[config.mk]
export PLATFORM = sky130hd
export DESIGN_NAME = memory_stage_flat
export DESIGN_NICKNAME = d
export VERILOG_FILES = /design/src/rtl/riscv_pkg.sv /design/src/rtl/memory_stage_if.sv /design/src/rtl/mem_wdog.sv /design/src/rtl/memory_stage.sv /design/src/flat_wrapper.sv
export SDC_FILE = /design/constraint.sdc
export NUM_CORES = 1
export LEC_CHECK = 0
export ABC_AREA = 1
export CAP_MARGIN = 0
export CORE_AREA = 2 2 119 121
export DETAILED_ROUTE_END_ITERATION = 6
export DIE_AREA = 0 0 121 123
export MAX_ROUTING_LAYER = met4
export PLACE_DENSITY = 0.67
export SLEW_MARGIN = 25
export SYNTH_ARGS = -nofsm -noshare
export SYNTH_HDL_FRONTEND = slang
export SYNTH_SLANG_ARGS = --single-unit
[constraint.sdc]
create_clock -name clk -period 2 [get_ports clk]
set_clock_uncertainty 0.2 [all_clocks]
set_input_delay 0.5 -clock clk [delete_from_list [all_inputs] [get_ports clk]]
set_output_delay 0.5 -clock clk [all_outputs]
set_load 0.1 [all_outputs]
[src/rtl/riscv_pkg.sv]
// Shared encodings and types for the memory stage: WB result-source codes,
// the memory-access FSM state type and the watchdog limit.
package riscv_pkg;

  localparam logic [1:0] RES_ALU = 2'b00;
  localparam logic [1:0] RES_MEM = 2'b01;
  localparam logic [1:0] RES_PC4 = 2'b10;

  typedef enum logic {
    S_IDLE = 1'b0,
    S_WAIT = 1'b1
  } mem_state_t;

  localparam int unsigned TIMEOUT_CYCLES = 16;

  // Code 11 is unused and behaves like an ALU result.
  function automatic logic [1:0] norm_src(input logic [1:0] src);
    return (src == 2'b11) ? RES_ALU : src;
  endfunction

endpackage

[src/rtl/memory_stage_if.sv]
// Data-memory request/acknowledge bus between the memory stage (master)
// and the data memory (slave).
interface memory_stage_if;

  logic        dmem_req;
  logic        dmem_we;
  logic [31:0] dmem_addr;
  logic [31:0] dmem_wdata;
  logic        dmem_ack;
  logic [31:0] dmem_rdata;

  modport master (
    output dmem_req, dmem_we, dmem_addr, dmem_wdata,
    input  dmem_ack, dmem_rdata
  );

  modport slave (
    input  dmem_req, dmem_we, dmem_addr, dmem_wdata,
    output dmem_ack, dmem_rdata
  );

endinterface

[src/rtl/mem_wdog.sv]
// Memory-access watchdog: counts WAIT cycles from 1 and flags a timeout when
// the count reaches TIMEOUT_CYCLES without an ack. Built only with MEM_TIMEOUT_EN.
`ifdef MEM_TIMEOUT_EN
module mem_wdog
  import riscv_pkg::*;
(
  input  logic clk,
  input  logic rst_n,
  input  logic i_start,
  input  logic i_wait,
  input  logic i_ack,
  output logic o_timeout
);

  localparam int unsigned CW = $clog2(TIMEOUT_CYCLES + 1);

  logic [CW-1:0] r_cnt;

  assign o_timeout = i_wait && (r_cnt == CW'(TIMEOUT_CYCLES)) && !i_ack;

  // Wait-cycle counter; cleared whenever the access completes or is not waiting.
  always_ff @(posedge clk or negedge rst_n) begin
    if (!rst_n) begin
      r_cnt <= '0;
    end else if (i_start) begin
      r_cnt <= CW'(1);
    end else if (i_wait && !i_ack && !o_timeout) begin
      r_cnt <= r_cnt + CW'(1);
    end else begin
      r_cnt <= '0;
    end
  end

endmodule
`endif

[src/rtl/memory_stage.sv]
// Pipeline memory stage: issues loads/stores on the data-memory bus, stalls
// the front of the pipe until ack, and holds the MEM/WB register.
// Optional watchdog compiled in with MEM_TIMEOUT_EN.
module memory_stage
  import riscv_pkg::*;
(
  input  logic           clk,
  input  logic           rst_n,
  input  logic           reg_wrM,
  input  logic           mem_wrM,
  input  logic [1:0]     result_srcM,
  input  logic [31:0]    ALU_resultM,
  input  logic [31:0]    wr_dataM,
  input  logic [31:0]    PCp4M,
  input  logic [4:0]     rdM,
  memory_stage_if.master dmem,
  output logic           stallM,
  output logic           reg_wrW,
  output logic [1:0]     result_srcW,
  output logic [31:0]    ALU_resultW,
  output logic [31:0]    read_dataW,
  output logic [31:0]    PCp4W,
  output logic [4:0]     rdW,
  output logic           bus_errW
);

  mem_state_t r_state;
  mem_state_t w_state_nxt;
  logic       w_mem_op;
  logic       w_is_load;
  logic       w_req;
  logic       w_req_g;
  logic       w_done;
  logic       w_cmpl;
  logic       w_timeout;

  logic        r_reg_wr;
  logic [1:0]  r_result_src;
  logic [31:0] r_alu_result;
  logic [31:0] r_read_data;
  logic [31:0] r_pcp4;
  logic [4:0]  r_rd;
  logic        r_bus_err;

  assign w_mem_op  = (result_srcM == RES_MEM) | mem_wrM;
  assign w_is_load = (result_srcM == RES_MEM) & ~mem_wrM;

`ifdef MEM_TIMEOUT_EN
  mem_wdog u_wdog (
    .clk       (clk),
    .rst_n     (rst_n),
    .i_start   ((r_state == S_IDLE) && w_req && !w_done),
    .i_wait    (r_state == S_WAIT),
    .i_ack     (dmem.dmem_ack),
    .o_timeout (w_timeout)
  );
`else
  assign w_timeout = 1'b0;
`endif

  assign w_done = dmem.dmem_ack | w_timeout;

  // FSM next-state and raw request.
  always_comb begin
    w_state_nxt = r_state;
    w_req       = 1'b0;
    case (r_state)
      S_IDLE: begin
        w_req = w_mem_op;
        if (w_mem_op && !w_done) begin
          w_state_nxt = S_WAIT;
        end else begin
          w_state_nxt = S_IDLE;
        end
      end
      S_WAIT: begin
        w_req = 1'b1;
        if (w_done) begin
          w_state_nxt = S_IDLE;
        end else begin
          w_state_nxt = S_WAIT;
        end
      end
      default: begin
        w_state_nxt = S_IDLE;
        w_req       = 1'b0;
      end
    endcase
  end

  // FSM state register.
  always_ff @(posedge clk or negedge rst_n) begin
    if (!rst_n) begin
      r_state <= S_IDLE;
    end else begin
      r_state <= w_state_nxt;
    end
  end

  // Gating with rst_n drops the request the moment reset asserts.
  assign w_req_g         = w_req & rst_n;
  assign w_cmpl          = w_req_g & w_done;
  assign stallM          = w_req_g & ~w_done;
  assign dmem.dmem_req   = w_req_g;
  assign dmem.dmem_we    = w_req_g & mem_wrM;
  assign dmem.dmem_addr  = {ALU_resultM[31:2], 2'b00};
  assign dmem.dmem_wdata = wr_dataM;

  // MEM/WB register: bubble while stalled, otherwise capture the op.
  always_ff @(posedge clk or negedge rst_n) begin
    if (!rst_n) begin
      r_reg_wr     <= 1'b0;
      r_result_src <= 2'b00;
      r_alu_result <= 32'h0000_0000;
      r_read_data  <= 32'h0000_0000;
      r_pcp4       <= 32'h0000_0000;
      r_rd         <= 5'd0;
      r_bus_err    <= 1'b0;
    end else if (stallM) begin
      r_reg_wr     <= 1'b0;
      r_result_src <= RES_ALU;
      r_alu_result <= ALU_resultM;
      r_read_data  <= 32'h0000_0000;
      r_pcp4       <= PCp4M;
      r_rd         <= 5'd0;
      r_bus_err    <= 1'b0;
    end else begin
      r_reg_wr     <= reg_wrM;
      r_result_src <= norm_src(result_srcM);
      r_alu_result <= ALU_resultM;
      r_read_data  <= (w_cmpl && w_is_load && dmem.dmem_ack) ? dmem.dmem_rdata : 32'h0000_0000;
      r_pcp4       <= PCp4M;
      r_rd         <= rdM;
      r_bus_err    <= w_timeout;
    end
  end

  assign reg_wrW     = r_reg_wr;
  assign result_srcW = r_result_src;
  assign ALU_resultW = r_alu_result;
  assign read_dataW  = r_read_data;
  assign PCp4W       = r_pcp4;
  assign rdW         = r_rd;
  assign bus_errW    = r_bus_err;

endmodule

[src/flat_wrapper.sv]
// flat-port wrapper written by rule: the top's interface ports become plain ports
module memory_stage_flat import riscv_pkg::*;
  (clk, rst_n, reg_wrM, mem_wrM, result_srcM, ALU_resultM, wr_dataM, PCp4M, rdM, stallM, reg_wrW, result_srcW, ALU_resultW, read_dataW, PCp4W, rdW, bus_errW, dmem_dmem_req, dmem_dmem_we, dmem_dmem_addr, dmem_dmem_wdata, dmem_dmem_ack, dmem_dmem_rdata);
  memory_stage_if dmem_i ();
  input  logic clk;
  input  logic rst_n;
  input  logic reg_wrM;
  input  logic mem_wrM;
  input  logic [1:0] result_srcM;
  input  logic [31:0] ALU_resultM;
  input  logic [31:0] wr_dataM;
  input  logic [31:0] PCp4M;
  input  logic [4:0] rdM;
  output logic stallM;
  output logic reg_wrW;
  output logic [1:0] result_srcW;
  output logic [31:0] ALU_resultW;
  output logic [31:0] read_dataW;
  output logic [31:0] PCp4W;
  output logic [4:0] rdW;
  output logic bus_errW;
  output wire logic [$bits(dmem_i.dmem_req)-1:0] dmem_dmem_req;
  output wire logic [$bits(dmem_i.dmem_we)-1:0] dmem_dmem_we;
  output wire logic [$bits(dmem_i.dmem_addr)-1:0] dmem_dmem_addr;
  output wire logic [$bits(dmem_i.dmem_wdata)-1:0] dmem_dmem_wdata;
  input wire logic [$bits(dmem_i.dmem_ack)-1:0] dmem_dmem_ack;
  input wire logic [$bits(dmem_i.dmem_rdata)-1:0] dmem_dmem_rdata;
  assign dmem_dmem_req = dmem_i.dmem_req;
  assign dmem_dmem_we = dmem_i.dmem_we;
  assign dmem_dmem_addr = dmem_i.dmem_addr;
  assign dmem_dmem_wdata = dmem_i.dmem_wdata;
  assign dmem_i.dmem_ack = dmem_dmem_ack;
  assign dmem_i.dmem_rdata = dmem_dmem_rdata;
  memory_stage u_core (.clk(clk), .rst_n(rst_n), .reg_wrM(reg_wrM), .mem_wrM(mem_wrM), .result_srcM(result_srcM), .ALU_resultM(ALU_resultM), .wr_dataM(wr_dataM), .PCp4M(PCp4M), .rdM(rdM), .dmem(dmem_i), .stallM(stallM), .reg_wrW(reg_wrW), .result_srcW(result_srcW), .ALU_resultW(ALU_resultW), .read_dataW(read_dataW), .PCp4W(PCp4W), .rdW(rdW), .bus_errW(bus_errW));
endmodule
* Yosys cells after proc, flatten, opt, wreduce, memory -nomap -nowiden
Cells that the tools add are included.
** Word-level totals
- Input port bits :: 140
- Bits in registers :: 105
- Word-level logic and storage cells :: 32
- Output and inout bits :: 172
** Cells by class
- Equal/unequal tests :: 2
- Reductions and logical operators :: 4
- Multiplexer cells :: 10
- Bitwise operators :: 9
** Operator list (count)
- $mux 32 :: 2
- $and 1x1->1 :: 5
- $mux 5 :: 1
- $mux 2 :: 2
- $pmux 1 s2 :: 2
- $logic_and 1x1->1 :: 3
- $mux 1 :: 3
- $not 1->1 :: 3
- $eq 2x1->1 const B :: 1
- $eq 2x2->1 const B :: 1
- $logic_not 1->1 :: 1
- $or 1x1->1 :: 1

* Depth between registers and ports, before layout
- Word-level depth :: 9
- Gate-level depth with buffers :: 6
- Mapped depth without buffers :: 6

* Worst setup path after synthesis
Ideal clock, no wire load.
- Path kind :: input to output
- Start :: input port result_srcM[1]
- End :: output port stallM
- Arrival time :: 1.588 ns
- Required time :: 1.300 ns
- Stages on the path :: 5
- Path buffers :: 0
- Setup slack :: -0.288 ns
- Cells stage by stage :: inv_1 > nand2_1 > nand2_1 > nand3_1 > inv_1
** Between the ends
- Longest elaborated chain between the ends :: 5
** RTL lines
- start, declared :: line flat_wrapper.sv:9 : input logic [1:0] result_srcM;
- $eq 2x1->1 :: line memory_stage.sv:45 : assign w_mem_op = (result_srcM == RES_MEM) | mem_wrM;
- $or 1x1->1 :: line memory_stage.sv:45
- $pmux 1 s2 :: line memory_stage.sv:67 : case (r_state)
- $and 1x1->1 :: line memory_stage.sv:101 : assign w_req_g = w_req & rst_n;
- $and 1x1->1 :: line memory_stage.sv:103 : assign stallM = w_req_g & ~w_done;
- end, declared :: line flat_wrapper.sv:14 : output logic stallM;
Every way passes these cells.

* Worst setup path after layout
- Start :: register u_core.r_state
- End :: output port stallM
** Between the ends
- Longest elaborated chain between the ends :: 4
** RTL lines
- start, declared :: line memory_stage.sv:27 : mem_state_t r_state;
- start signal, assigned :: line memory_stage.sv:96 : r_state <= w_state_nxt;
- $not 1->1
- $pmux 1 s2 (*) :: line memory_stage.sv:67
- $and 1x1->1 (*) :: line memory_stage.sv:101
- $and 1x1->1 (*) :: line memory_stage.sv:103
Every way passes the cells marked *; elsewhere a longest branch is shown, timed or not.

==> results <==
- The run finished, with violations left.
- The final reports fail on negative setup slack.
- The wire length on met3 is 1150 um.
- Dividing the final minimum period by the clock period gives 103%.
- Global routing used 15.8% of the available tracks across all layers.
- After global routing the overflow that remains totals 0.
- The reg-to-reg setup timing slack is around 0.55 ns.
- The routability congestion estimate is 0.809.
- The repair_antennas step left the layout with diodes totalling 0.
- The final max-slew violation count is 0.
- Of all nets on the critical path, the largest fanout is 2.
- Row generation in the floorplan step produced 43 rows.
- After synthesis, the netlist uses 11 different library cells.
- The number of buffer cells added on primary ports is 244.
- Clock tree synthesis found a total of 105 sinks.
- The commonest register cell after synthesis is dfrtp_1.
- The endpoint arrival time on the critical path is 1.36 ns.
- Dividing the detail-routed via count by the number of cells gives 3.85.
- The critical path starts at u_core.r_state$_DFF_PN0_.
- The number of ports placed on the die boundary is between 300 and 400.
- The cell accounting for the most synthesized area is dfrtp_1.
- Derived from the worst setup path, the maximum achievable clock frequency is around 490 MHz.
- The worst setup path is of the reg2out kind.
- The share of async-settable or async-resettable flops after synthesis is between 90% and 100%.
- Measured in cells, the most critical reg-to-reg path has a length of 8.
- The sum of net half-perimeters after detailed placement is 9300 um.
- The share of the core filled with cells in the final layout is 55.8%.
- The core area is ~0.014 sq mm.
- The number of buffers between clock root and the deepest sink is 2.
- The die boundary width is about 120 um.
- The delay of the slowest cell on the worst path is 0.40 ns.
- The sequential area share after synthesis is 72.8%.
- The worst setup path is launched from a flop.
- The clock reaches the later pin of the worst-skew pair after 0.34 ns.
- For this design the ratio of total power to cell area is 770 mW/mm^2.
- The required time of the worst setup path is approximately 1.3 ns.
- Setup repair after global routing could not meet its margin everywhere.
- The signal on the critical path passes through nor2_4 > nand2_2 > nand3_4 > clkinvlp_4 > buf_12.
- In the synthesized netlist, the cells that appear most often are dfrtp_1 (105), buf_4 (65), inv_1 (45).
- After routing, the total negative slack on setup checks comes to -0.0988 ns.
- The critical path contains buffers and inverters numbering 2 combined.
- The flip-flop and latch count after synthesis is 105.
- The iteration count of the initial detailed-routing pass is 4.
- The fraction of final layout cells sized beyond drive strength 1 is 43.5%.
- The count of final hold-check violations is 0.
- After detailed routing, the wire length on met1 is 3570 um.
- The area share of the largest cell type after synthesis is 72.8%.
- The pin count of the biggest net entering global routing is 43.
- The min-delay analysis places its worst path in the category in2async.
- Sorting the synthesized cells by area gives the leading types as dfrtp_1 (73%), buf_4 (14%), nor2_2 (5.4%).
- In this run the mean area of a mapped cell was 13.4 sq um.
- The detailed route wirelength on metal2 is 6250 um.
- The number of DRC markers in iteration 0 is 102.
- After detailed routing, the average wire length per cell comes to around 17 um.
- The via count of the first global-routing pass came to 2749.
- By instance count, the leading cell after synthesis is dfrtp_1.
- The worst register-to-register path begins at u_core.r_state$_DFF_PN0_.
- The first global-routing pass estimated 16700 um of wire.
- The clock slew at the register clock pins of the worst setup and hold paths is 0.07 ns.
- The layout overhead on the synthesized area is 110%.
- The net count of the finished layout is around 600.
- The synthesis warning total is 0.
- For the finished layout, the period the worst path requires is 2.06 ns.
- The highest metal layer with signal wires is met4.
- Across the run, the number of max-cap violations was 0.
- CTS placed an instance of clkbuf_16 at the clock tree root.
- The overall die area is ~0.015 sq mm.
- The count of flip-flops with a built-in enable after synthesis is 0.
- The reg-to-reg critical path endpoint is u_core.rdW[1]$_DFF_PN0_.
- The overall die height is 123 um.
- At the pin with the least slew margin, the transition time is 0.559 ns.
- The detailed router placed 2536 vias in this run.
- The tightest slew margin relative to the limit is 62.7%.
- The number of H-tree levels is 3.
- The worst-path cell with the longest stage delay is dfrtp_1.
- The kind of cell with the highest combined delay on the critical path is flip-flops.
- Counting the fill cells in the layout gives 1050.
- In the routed design, unresolved DRC markers number 0.
- The worst-case IR drop observed on VDD is 0.497 mV.
- The nature of the critical path endpoint is an output pin.
- Setup violations remaining at the end of the flow were counted as 2.
- The TritonCTS clock tree is built.
- TritonCTS created 9 clock buffers.
- In the post-route analysis, the smallest setup slack over all paths is -0.0563 ns.
- Once detail routing completed, the nets flagged for antenna violations numbered 0.
- For this configuration, the core starts out at a cell density of 26.5%.
- The area of the mapped netlist is 0.00361 sq mm.
- Wires add up to around 11000 um.
- The static leakage power is 3.55 nW.
- Synthesis handed over a netlist of approximately 270 instances.
- The number of antenna violations at the first check in global routing is 0.
==> placed cells by master (no fill, tap or decap), drive strengths merged <==
cell type	n
buf	152
dfrtp	105
clkdlybuf4s50	102
inv	46
nor2	35
nand2	11
clkbuf	10
clkinvlp	4
conb	3
dlygate4sd2	3
a21oi	2
dlygate4sd3	2
nand3	1
nand4	1
bufinv	1
==> kinds of logic after synthesis <==
family	Yosys count	synth area share [%]
AO/OA/AOI/OAI	2	0.277
buffers and inverters	113	19.1
flip-flops	105	72.8
other	1	0.104
AND/OR/NAND/NOR	48	7.66
==> area by class of cell <==
cell class / count / area [sq um] / area share (%)
Timing Repair Buffer: 260 / 3940 / 51.9
Sequential cell: 105 / 2630 / 34.6
Multi-Input combinational cell: 53 / 325 / 4.28
Clock buffer: 9 / 225 / 2.97
Tap cell: 180 / 225 / 2.97
Inverter: 45 / 176 / 2.32
Clock inverter: 6 / 73.8 / 0.972
==> layer usage <==
layer | GRT usage (%) | up-vias
met5 | - | -
met1 | 15.7 | 1209
met4 | 6.47 | 0
li1 | - | 1112
met2 | 27.2 | 180
met3 | 6.69 | 35
==> registers in the layout, summed over array words and instances, names as in the netlist <==
name and flops:
u_core.ALU_resultW 32, u_core.PCp4W 32, u_core.r_state 1, u_core.rdW 5, u_core.read_dataW 32, u_core.reg_wrW 1, u_core.result_srcW 2
==> how the worst max path moves through the flow <==
stage	end	slack [ns]	depth (start not counted)
final	stallM	-0.06	5
after global routing	stallM	-0.09	5
after CTS	stallM	-0.03	5
after detailed placement	dmem_dmem_req	-0.29	6
after global placement	dmem_dmem_req	-0.23	6
after floorplan	stallM	0.0005	5
==> metrics by stage <==
step | total power [mW] | std cells | setup WS [ns] | instance area (sq um) | hold slack (ns)
2_1_floorplan | 3.58 | 271 | 0.000480 | 3630 | 0.00441
3_3_place_gp | 4.09 | 637 | -0.233 | 7230 | 0.115
3_5_place_dp | 4.11 | 637 | -0.294 | 7230 | 0.114
4_1_cts | 5.92 | 657 | -0.0293 | 7580 | 0.0844
5_1_grt | 6.04 | 658 | -0.0909 | 7590 | 0.128
6_report | 5.85 | 658 | -0.0563 | 7590 | 0.0933
==> worst register-to-register path, delay by kind of cell, from the launching register on <==
family        cells  cell delay (ns)
buf+inv           4             0.45
flops             1             0.39
simple gates      4             0.31
==> power by group <==
part	switching [mW]	leakage [nW]	internal, mW	total (mW)
clock network	0.799	0.140	0.981	1.78
registers	0.0722	1.30	2.21	2.28
logic	1.12	2.11	0.666	1.79
total	2.00	3.55	3.85	5.85
==> what timing repair did <==
item,CTS,global route
resized for setup,10,3
hold buffers,2,0
pin swaps,3,4
endpoints found under the setup margin,3,2
endpoints found under the hold margin,1,0
setup buffers,3,1
No activity file was read; power rests on OpenSTA's default activity.
